==> config.mk <==
export PLATFORM = sky130hd
export DESIGN_NAME = serial_config_shifter_flat
export DESIGN_NICKNAME = d
export VERILOG_FILES = /design/src/rtl/serial_config_shifter_if.sv /design/src/rtl/serial_config_shifter.sv /design/src/flat_wrapper.sv
export SDC_FILE = /design/constraint.sdc
export NUM_CORES = 1
export LEC_CHECK = 0
export ABC_AREA = 1
export BUFFER_PORTS_ARGS = -buffer_cell sky130_fd_sc_hd__buf_2
export CORE_UTILIZATION = 45
export CTS_CLUSTER_SIZE = 30
export DETAILED_ROUTE_END_ITERATION = 10
export MAX_ROUTING_LAYER = met4
export PLACE_DENSITY = 0.67
export SLEW_MARGIN = 20
export SYNTH_ARGS = -nofsm -noshare
export SYNTH_HDL_FRONTEND = slang
export SYNTH_SLANG_ARGS = --single-unit
export TNS_END_PERCENT = 10
==> constraint.sdc <==
create_clock -name clk -period 1.7 [get_ports clk]
set_input_delay 0.255 -clock clk [delete_from_list [all_inputs] [get_ports clk]]
set_output_delay 0.255 -clock clk [all_outputs]
set_load 0.02 [all_outputs]
==> src/rtl/serial_config_shifter_if.sv <==
// ---------------------------------------------------------------------------
// serial_config_shifter_if
//   Bundles every signal that serial_config_shifter shares with the outside
//   world, apart from clk and reset.
//   Names carry the i_/o_ prefix as seen from the shifter.
//
//   Sequencer side : i_start, i_dataIn, o_busy, o_done, o_ackError
//   Divider side   : i_serialClk, i_clkRisingEdge, i_clkFallingEdge,
//                    i_clkMiddleOfHigh, i_clkMiddleOfLow, o_enableClk
//   Serial bus     : i_serialDataIn, o_serialClkOut, o_serialDataOut,
//                    o_serialDataOe
//
//   Modports:
//     slave  - the shifter itself
//     master - whatever drives it (sequencer + divider + bus model)
// ---------------------------------------------------------------------------
interface serial_config_shifter_if #(
  parameter int DATA_W = 24
);
  logic              i_start;
  logic [DATA_W-1:0] i_dataIn;
  logic              i_serialClk;
  logic              i_clkRisingEdge;
  logic              i_clkFallingEdge;
  logic              i_clkMiddleOfHigh;
  logic              i_clkMiddleOfLow;
  logic              i_serialDataIn;
  logic              o_enableClk;
  logic              o_serialClkOut;
  logic              o_serialDataOut;
  logic              o_serialDataOe;
  logic              o_busy;
  logic              o_done;
  logic              o_ackError;

  modport slave (
    input  i_start, i_dataIn, i_serialClk, i_clkRisingEdge, i_clkFallingEdge,
           i_clkMiddleOfHigh, i_clkMiddleOfLow, i_serialDataIn,
    output o_enableClk, o_serialClkOut, o_serialDataOut, o_serialDataOe,
           o_busy, o_done, o_ackError
  );

  modport master (
    output i_start, i_dataIn, i_serialClk, i_clkRisingEdge, i_clkFallingEdge,
           i_clkMiddleOfHigh, i_clkMiddleOfLow, i_serialDataIn,
    input  o_enableClk, o_serialClkOut, o_serialDataOut, o_serialDataOe,
           o_busy, o_done, o_ackError
  );
endinterface

==> src/rtl/serial_config_shifter.sv <==
// ---------------------------------------------------------------------------
// serial_config_shifter
//   Shifts a NUM_BYTES-byte configuration word onto a two-wire open-drain
//   serial bus.  The frame is START, then each byte MSB first followed by an
//   acknowledge slot, then STOP.  The serial clock comes from an external
//   divider whose enable is driven from here, so the bus clock only runs
//   while a frame is in flight.  All outputs are registered.
//
//   Ports:
//     clk    - system clock (the divider runs on the same clock)
//     reset  - asynchronous, active-low reset
//     bus    - serial_config_shifter_if.slave (sequencer, divider, bus lines)
//
//   Parameters:
//     NUM_BYTES - bytes per frame, 1..4; the payload width is 8*NUM_BYTES
//
//   Build option:
//     SERIAL_ABORT_ON_NACK_EN - when defined, a NACK ends the frame at once
//     (straight to STOP); otherwise the NACK is only recorded in ack_error
//     and every byte is still sent.
// ---------------------------------------------------------------------------
module serial_config_shifter #(
  parameter int NUM_BYTES = 3
) (
  input  logic                    clk,
  input  logic                    reset,
  serial_config_shifter_if.slave  bus
);
  localparam int DATA_W     = 8 * NUM_BYTES;
  localparam int BYTE_CNT_W = 2;

  typedef enum logic [2:0] {IDLE, START, BITS, ACK, STOP_LOW, STOP, DONE} stateT;

  stateT                 r_state;
  logic [DATA_W-1:0]     r_shift;
  logic [2:0]            r_bitCnt;
  logic [BYTE_CNT_W-1:0] r_byteCnt;
  logic                  r_ackPending;
  logic                  r_enableClk;
  logic                  r_serialClkOut;
  logic                  r_serialDataOut;
  logic                  r_serialDataOe;
  logic                  r_busy;
  logic                  r_done;
  logic                  r_ackError;

  stateT                 w_nextState;
  logic [DATA_W-1:0]     w_shiftNext;
  logic [2:0]            w_bitCntNext;
  logic [BYTE_CNT_W-1:0] w_byteCntNext;
  logic                  w_ackPendingNext;
  logic                  w_enableClkNext;
  logic                  w_serialClkOutNext;
  logic                  w_serialDataOutNext;
  logic                  w_serialDataOeNext;
  logic                  w_busyNext;
  logic                  w_doneNext;
  logic                  w_ackErrorNext;
  logic                  w_abortNow;
  logic                  w_unusedStrobes;

  // The edge strobes are part of the divider's interface but sequencing is
  // done purely on the middle-of-phase strobes, where the bus is stable.
  assign w_unusedStrobes = bus.i_clkRisingEdge ^ bus.i_clkFallingEdge;

  // A NACK only cuts the frame short when the abort option is built in.
`ifdef SERIAL_ABORT_ON_NACK_EN
  assign w_abortNow = bus.i_serialDataIn;
`else
  assign w_abortNow = 1'b0;
`endif

  // State register: holds the FSM state together with every registered
  // output and datapath register, so all outputs come straight from flops.
  // Reset releases the bus high and drops the divider enable immediately.
  always_ff @(posedge clk or negedge reset) begin
    if (!reset) begin
      r_state         <= IDLE;
      r_shift         <= '0;
      r_bitCnt        <= '0;
      r_byteCnt       <= '0;
      r_ackPending    <= 1'b0;
      r_enableClk     <= 1'b0;
      r_serialClkOut  <= 1'b1;
      r_serialDataOut <= 1'b1;
      r_serialDataOe  <= 1'b1;
      r_busy          <= 1'b0;
      r_done          <= 1'b0;
      r_ackError      <= 1'b0;
    end else begin
      r_state         <= w_nextState;
      r_shift         <= w_shiftNext;
      r_bitCnt        <= w_bitCntNext;
      r_byteCnt       <= w_byteCntNext;
      r_ackPending    <= w_ackPendingNext;
      r_enableClk     <= w_enableClkNext;
      r_serialClkOut  <= w_serialClkOutNext;
      r_serialDataOut <= w_serialDataOutNext;
      r_serialDataOe  <= w_serialDataOeNext;
      r_busy          <= w_busyNext;
      r_done          <= w_doneNext;
      r_ackError      <= w_ackErrorNext;
    end
  end

  // Next-state logic: START/ACK/STOP act in the middle of the high phase
  // (bus conditions and sampling), data and release act in the middle of
  // the low phase so the data line only moves while the clock is low.
  always_comb begin
    w_nextState = r_state;
    case (r_state)
      IDLE:     if (bus.i_start)                         w_nextState = START;
      START:    if (bus.i_clkMiddleOfHigh)               w_nextState = BITS;
      BITS:     if (bus.i_clkMiddleOfLow && r_ackPending) w_nextState = ACK;
      ACK: begin
        if (bus.i_clkMiddleOfHigh) begin
          if (w_abortNow)              w_nextState = STOP_LOW;
          else if (r_byteCnt != '0)    w_nextState = BITS;
          else                         w_nextState = STOP_LOW;
        end
      end
      STOP_LOW: if (bus.i_clkMiddleOfLow)                w_nextState = STOP;
      STOP:     if (bus.i_clkMiddleOfHigh)               w_nextState = DONE;
      DONE:                                              w_nextState = IDLE;
      default:                                           w_nextState = IDLE;
    endcase
  end

  // Output logic: computes the next value of each registered output and of
  // the shift/counter datapath.  The edge that releases the line for the
  // acknowledge slot does not shift, so exactly eight bits leave per byte.
  // busy drops on the STOP edge so it is already low while done pulses.
  always_comb begin
    w_shiftNext         = r_shift;
    w_bitCntNext        = r_bitCnt;
    w_byteCntNext       = r_byteCnt;
    w_ackPendingNext    = r_ackPending;
    w_serialDataOutNext = r_serialDataOut;
    w_serialDataOeNext  = r_serialDataOe;
    w_busyNext          = r_busy;
    w_ackErrorNext      = r_ackError;
    case (r_state)
      IDLE: begin
        if (bus.i_start) begin
          w_shiftNext      = bus.i_dataIn;
          w_bitCntNext     = 3'd7;
          w_byteCntNext    = BYTE_CNT_W'(NUM_BYTES - 1);
          w_ackPendingNext = 1'b0;
          w_ackErrorNext   = 1'b0;
          w_busyNext       = 1'b1;
        end
      end
      START: begin
        if (bus.i_clkMiddleOfHigh) w_serialDataOutNext = 1'b0;
      end
      BITS: begin
        if (bus.i_clkMiddleOfLow) begin
          if (r_ackPending) begin
            w_serialDataOeNext = 1'b0;
            w_ackPendingNext   = 1'b0;
          end else begin
            w_serialDataOeNext  = 1'b1;
            w_serialDataOutNext = r_shift[DATA_W-1];
            w_shiftNext         = {r_shift[DATA_W-2:0], 1'b0};
            if (r_bitCnt == 3'd0) w_ackPendingNext = 1'b1;
            else                  w_bitCntNext     = r_bitCnt - 3'd1;
          end
        end
      end
      ACK: begin
        if (bus.i_clkMiddleOfHigh) begin
          if (bus.i_serialDataIn) w_ackErrorNext = 1'b1;
          if (!w_abortNow && (r_byteCnt != '0)) begin
            w_byteCntNext = r_byteCnt - 1'b1;
            w_bitCntNext  = 3'd7;
          end
        end
      end
      STOP_LOW: begin
        if (bus.i_clkMiddleOfLow) begin
          w_serialDataOeNext  = 1'b1;
          w_serialDataOutNext = 1'b0;
        end
      end
      STOP: begin
        if (bus.i_clkMiddleOfHigh) begin
          w_serialDataOutNext = 1'b1;
          w_busyNext          = 1'b0;
        end
      end
      default: ;
    endcase
    w_doneNext         = (w_nextState == DONE);
    w_enableClkNext    = !((w_nextState == IDLE) || (w_nextState == DONE));
    w_serialClkOutNext = (w_nextState == IDLE) ? 1'b1 : bus.i_serialClk;
  end

  assign bus.o_enableClk     = r_enableClk;
  assign bus.o_serialClkOut  = r_serialClkOut;
  assign bus.o_serialDataOut = r_serialDataOut;
  assign bus.o_serialDataOe  = r_serialDataOe;
  assign bus.o_busy          = r_busy;
  assign bus.o_done          = r_done;
  assign bus.o_ackError      = r_ackError;
endmodule

==> src/flat_wrapper.sv <==
// flat-port wrapper written by rule: the top's interface ports become plain ports
module serial_config_shifter_flat 
#(
  parameter int NUM_BYTES = 3
)
  (clk, reset, bus_i_start, bus_i_dataIn, bus_i_serialClk, bus_i_clkRisingEdge, bus_i_clkFallingEdge, bus_i_clkMiddleOfHigh, bus_i_clkMiddleOfLow, bus_i_serialDataIn, bus_o_enableClk, bus_o_serialClkOut, bus_o_serialDataOut, bus_o_serialDataOe, bus_o_busy, bus_o_done, bus_o_ackError);
  serial_config_shifter_if #(.DATA_W((8 * NUM_BYTES))) bus_i ();
  input  logic clk;
  input  logic reset;
  input wire logic [$bits(bus_i.i_start)-1:0] bus_i_start;
  input wire logic [$bits(bus_i.i_dataIn)-1:0] bus_i_dataIn;
  input wire logic [$bits(bus_i.i_serialClk)-1:0] bus_i_serialClk;
  input wire logic [$bits(bus_i.i_clkRisingEdge)-1:0] bus_i_clkRisingEdge;
  input wire logic [$bits(bus_i.i_clkFallingEdge)-1:0] bus_i_clkFallingEdge;
  input wire logic [$bits(bus_i.i_clkMiddleOfHigh)-1:0] bus_i_clkMiddleOfHigh;
  input wire logic [$bits(bus_i.i_clkMiddleOfLow)-1:0] bus_i_clkMiddleOfLow;
  input wire logic [$bits(bus_i.i_serialDataIn)-1:0] bus_i_serialDataIn;
  output wire logic [$bits(bus_i.o_enableClk)-1:0] bus_o_enableClk;
  output wire logic [$bits(bus_i.o_serialClkOut)-1:0] bus_o_serialClkOut;
  output wire logic [$bits(bus_i.o_serialDataOut)-1:0] bus_o_serialDataOut;
  output wire logic [$bits(bus_i.o_serialDataOe)-1:0] bus_o_serialDataOe;
  output wire logic [$bits(bus_i.o_busy)-1:0] bus_o_busy;
  output wire logic [$bits(bus_i.o_done)-1:0] bus_o_done;
  output wire logic [$bits(bus_i.o_ackError)-1:0] bus_o_ackError;
  assign bus_i.i_start = bus_i_start;
  assign bus_i.i_dataIn = bus_i_dataIn;
  assign bus_i.i_serialClk = bus_i_serialClk;
  assign bus_i.i_clkRisingEdge = bus_i_clkRisingEdge;
  assign bus_i.i_clkFallingEdge = bus_i_clkFallingEdge;
  assign bus_i.i_clkMiddleOfHigh = bus_i_clkMiddleOfHigh;
  assign bus_i.i_clkMiddleOfLow = bus_i_clkMiddleOfLow;
  assign bus_i.i_serialDataIn = bus_i_serialDataIn;
  assign bus_o_enableClk = bus_i.o_enableClk;
  assign bus_o_serialClkOut = bus_i.o_serialClkOut;
  assign bus_o_serialDataOut = bus_i.o_serialDataOut;
  assign bus_o_serialDataOe = bus_i.o_serialDataOe;
  assign bus_o_busy = bus_i.o_busy;
  assign bus_o_done = bus_i.o_done;
  assign bus_o_ackError = bus_i.o_ackError;
  serial_config_shifter #(.NUM_BYTES(NUM_BYTES)) u_core (.clk(clk), .reset(reset), .bus(bus_i));
endmodule
# == After elaboration in Yosys (flattened, before gate mapping) ==
# Index checks and enable logic that the tools add are counted.
# totals
reg_bits,40
out_inout_bits,7
# op_classes
n_addsub,2
eq_ne,16
n_mux,44
n_reduce_logical,21
# ops
cell,count
$mux 24,3
$pmux 24 s2,1
$mux 3,13
$ne 2x2->1 const B,9
$pmux 3 s6,1
$mux 1,16
$reduce_and 4->1,3
$reduce_bool 2->1,5
$eq 3x3->1 const B,3
$logic_not 3->1,3
$pmux 3 s3,1
$reduce_and 3->1,3
$pmux 1 s2,4
$reduce_and 7->1,1
$eq 3x2->1 const B,2
$mux 2,3
$reduce_and 6->1,1
$pmux 1 s4,1
$pmux 2 s2,1
$reduce_bool 4->1,1
$eq 3x1->1 const B,1
$reduce_bool 3->1,1
$sub 3x1->3 const B,1
$ne 2x1->1 const B,1
other kinds (4),4

# == Longest topological paths before layout ==
# depth
ltp_word,7
ltp_mapped,9
depth_no_buf,9

# == Worst setup path before layout ==
# No wires, ideal clock.
# synth_timing
kind,reg2reg
from,reg u_core.r_state[2]
to,reg u_core.r_shift[11]
t_arrival_ns,1.286
required_time_ns,1.577
slack_ns,0.290
path_stages_with_launch,10
n_path_buf,3
path_cell_list,dfrtp_1 -> buf_4 -> nor3_4 -> nand2_1 -> nand2_1 -> o21ai_2 -> buf_6 -> buf_6 -> nand2_1 -> o21ai_2
# synth_between
elab_chain_len,3
word_cells_on_any_way,8
classes_between,eq/ne: 4; mux: 1; reduce/logical: 3
# synth_rtl
element,line_no,text
"start, declared",serial_config_shifter.sv:34,stateT r_state;
"start signal, assigned",serial_config_shifter.sv:91,r_state <= w_nextState;
$eq 3x2->1 / $logic_not 3->1 (equally long branches),serial_config_shifter.sv:142,case (r_state)
$ne 2x2->1 (no source line) / $reduce_bool 2->1 (equally long branches),n/a,
$reduce_and 4->1 (no source line),n/a,
"end signal, assigned",serial_config_shifter.sv:92,r_shift <= w_shiftNext;
"end, declared",serial_config_shifter.sv:35,logic [DATA_W-1:0] r_shift;
# Several ways; a longest one is shown, not always the timed one.
# A chain may end at the register's enable or synchronous reset.

# == Final worst setup path ==
# Same ends and word-level chain as after synthesis.

==> impl_metrics.json <==
{
  "area_growth_pct": 15.6,
  "start_kind": "flop",
  "r2r_slack_ns": 0.17,
  "clk_pin_slew_worst_paths_ns": 0.07,
  "dp_hpwl_mm": 3.03,
  "status": "complete, no violations",
  "grt_pass1_vias": 1719,
  "synthCells": 266,
  "clock_latency_ns": 0.29,
  "synth_area_per_cell_sq_um": 8.17,
  "hold_ws_ns": 0.138,
  "grt_pass1_wl_mm": 7.52,
  "port_buffers": 37,
  "critical_path.max_fanout": 24,
  "path_class": "reg -> reg",
  "dp.cells": 350,
  "n_antenna_cell": 0,
  "fin_cells": 358,
  "synth-seq-area-share": 0.463,
  "layout_commonest_cell": "nand2_1",
  "num-nets-final": 342,
  "clock_path_buffers": 2,
  "path_buf_inv": 1,
  "wl_per_cell_microns": 11.8,
  "cts_buffers": 5,
  "dr.pass1.iters": 4,
  "slowest_delay_ns": 0.49,
  "dp_slack_ns": 0.122,
  "worst_slack_ns": 0.168,
  "ys_ff_latch": 40,
  "cts_tree": "built",
  "synth_flop_cell": "dfrtp_1",
  "drt_iter0_drc": 146,
  "finClkSkew_ns": 0.00315,
  "die_x_microns": 71.5,
  "crit_chain": "nor2_4 > nand2_2 > buf_12 > or2_2 > o21ai_0 > o21ai_2",
  "async_reset_ff_frac": 1.00,
  "ant_nets": 0,
  "power.total_mw": 5.00,
  "finalCritPeriodShare": 0.901,
  "root_buffer": "clkbuf_8",
  "utilization": 0.557,
  "synth_edf_count": 0,
  "place_congestion": 0.900,
  "finalHoldViolations": 0,
  "drcViolationCount": 0,
  "period_needed_ns": 1.53,
  "synth.yosys.warnings": 0,
  "die_h_microns": 71.5,
  "synth_fp_nets": 302,
  "via_per_inst": 5.06,
  "drive_above_1_share": 0.275,
  "start_util": 0.482,
  "power.leakage_nw": 1.26,
  "power_density_mw_per_mm2": 1990,
  "grt_max_degree": 48,
  "cp_top_family": "simple AND/OR/NAND/NOR gates",
  "placed_area_sq_mm": 0.00242,
  "post_cts_buffers": 0,
  "slew_headroom": 0.769,
  "finalSetupViolCount": 0,
  "tns_ns": 0,
  "htree_num_levels": 2,
  "final_area_sq_mm": 0.00251,
  "wl_mm": 4.24,
  "critPathSlowestCell": "dfrtp_2",
  "worst_slew_pin_slew_ns": 0.345,
  "design.die.area_sq_mm": 0.00511,
  "syn_area_sq_mm": 0.00217,
  "cts_sinks": 40,
  "drv_slew": 0,
  "io_pins": 40,
  "arrival_ns": 1.71,
  "critPathRequiredTime_ns": 1.88,
  "rsz0062_at_grt": "false",
  "gr-total-overflow": 0,
  "grt_usage": 0.195,
  "max_freq_mhz": 653,
  "antenna_found_initial": 0,
  "n_fill_cell": 425,
  "max_cap_violations": 0,
  "hp-class": "in -> reg",
  "yosysUniqueCellTypes": 29,
  "core_area_sq_mm": 0.00450,
  "vias": 1812,
  "ir_worst_vdd_mv": 0.997,
  "row_count": 24,
  "crit_path_end_kind": "flop",
  "final_cell_mix": "73 x nand2_1, 37 x buf_2, 36 x dfrtp_1"
}
[synth_stat cells (all sizes together), types with 3 or more instances]
cell / number / area share
buf: 10 / 0.041
nand3: 18 / 0.044
inv: 18 / 0.031
dfrtp: 37 / 0.43
nor2: 12 / 0.026
o21ai: 56 / 0.14
ha: 3 / 0.017
dfstp: 3 / 0.036
or2: 23 / 0.066
nand2: 75 / 0.13
[worst register-to-register path, stage by stage, from the launching register on]
cell and delay [ns]:
dfrtp_2 0.49, nor2_4 0.15, nand2_2 0.13, buf_12 0.19
or2_2 0.27, o21ai_0 0.10, o21ai_2 0.09
[final cells by class]
type,instances,area (sq um),area share
Multi-Input combinational cell,196,1010,0.402
Sequential cell,40,1010,0.401
Timing Repair Buffer,45,285,0.114
Clock buffer,6,72.6,0.0289
Inverter,18,67.6,0.0269
Tap cell,52,65.1,0.0259
Clock inverter,1,5.00,0.00199
[registers in the layout (all words and copies together), names as in the netlist]
register,flops
u_core.r_shift,24
u_core.r_bitCnt,3
u_core.r_state,3
u_core.r_byteCnt,2
u_core.bus.o_ackError,1
u_core.bus.o_busy,1
u_core.bus.o_done,1
u_core.bus.o_enableClk,1
u_core.bus.o_serialClkOut,1
u_core.bus.o_serialDataOe,1
u_core.bus.o_serialDataOut,1
u_core.r_ackPending,1
[timing repair]
action                                  4_1_cts  5_1_grt
hold buffers                                  1        0
resized for setup                             0        1
endpoints found under the hold margin        37        0
endpoints found under the setup margin        0        1
[layer usage]
| layer | track usage | vias up | wire, microns |
|---|---|---|---|
| met5 | - | - | 0 |
| met4 | 0.0654 | 0 | 59 |
| met3 | 0.0450 | 7 | 156 |
| met2 | 0.329 | 29 | 2040 |
| met1 | 0.230 | 832 | 1980 |
| li1 | - | 944 | - |
[power breakdown]
group	leakage (nW)	internal, mW	total, mW	switching [mW]
sequential	0.481	1.43	1.68	0.249
clock	0.0410	0.279	0.589	0.310
combinational	0.735	1.10	2.74	1.64
total	1.26	2.81	5.00	2.20
[worst paths after layout]
path | cells after the start | endpoint | startpoint
setup / recovery | 6 | u_core.r_shift[11]$_DFFE_PN0P_ | u_core.r_state[2]$_DFF_PN0_
hold / removal | 3 | u_core.bus.o_serialClkOut$_DFF_PN1_ | bus_i_serialClk
setup reg to reg | 6 | u_core.r_shift[11]$_DFFE_PN0P_ | u_core.r_state[2]$_DFF_PN0_
hold reg to reg | 2 | u_core.bus.o_busy$_DFFE_PN0P_ | u_core.bus.o_busy$_DFFE_PN0P_
max in group asynchronous | 3 | u_core.bus.o_serialDataOut$_DFFE_PN1P_ | reset
min in group asynchronous | 2 | u_core.r_shift[16]$_DFFE_PN0P_ | reset
[logic make-up after synthesis]
group                    Yosys count  share of synthesized area
AO/OA/AOI/OAI                     59                      0.151
AND/OR/NAND/NOR                  133                      0.289
buffers and inverters             30                     0.0766
adder cells (fa/ha/maj)            3                     0.0173
XOR/XNOR                           1                    0.00403
flip-flops                        40                      0.463
Note: power is estimated with default switching activity, not from simulation.
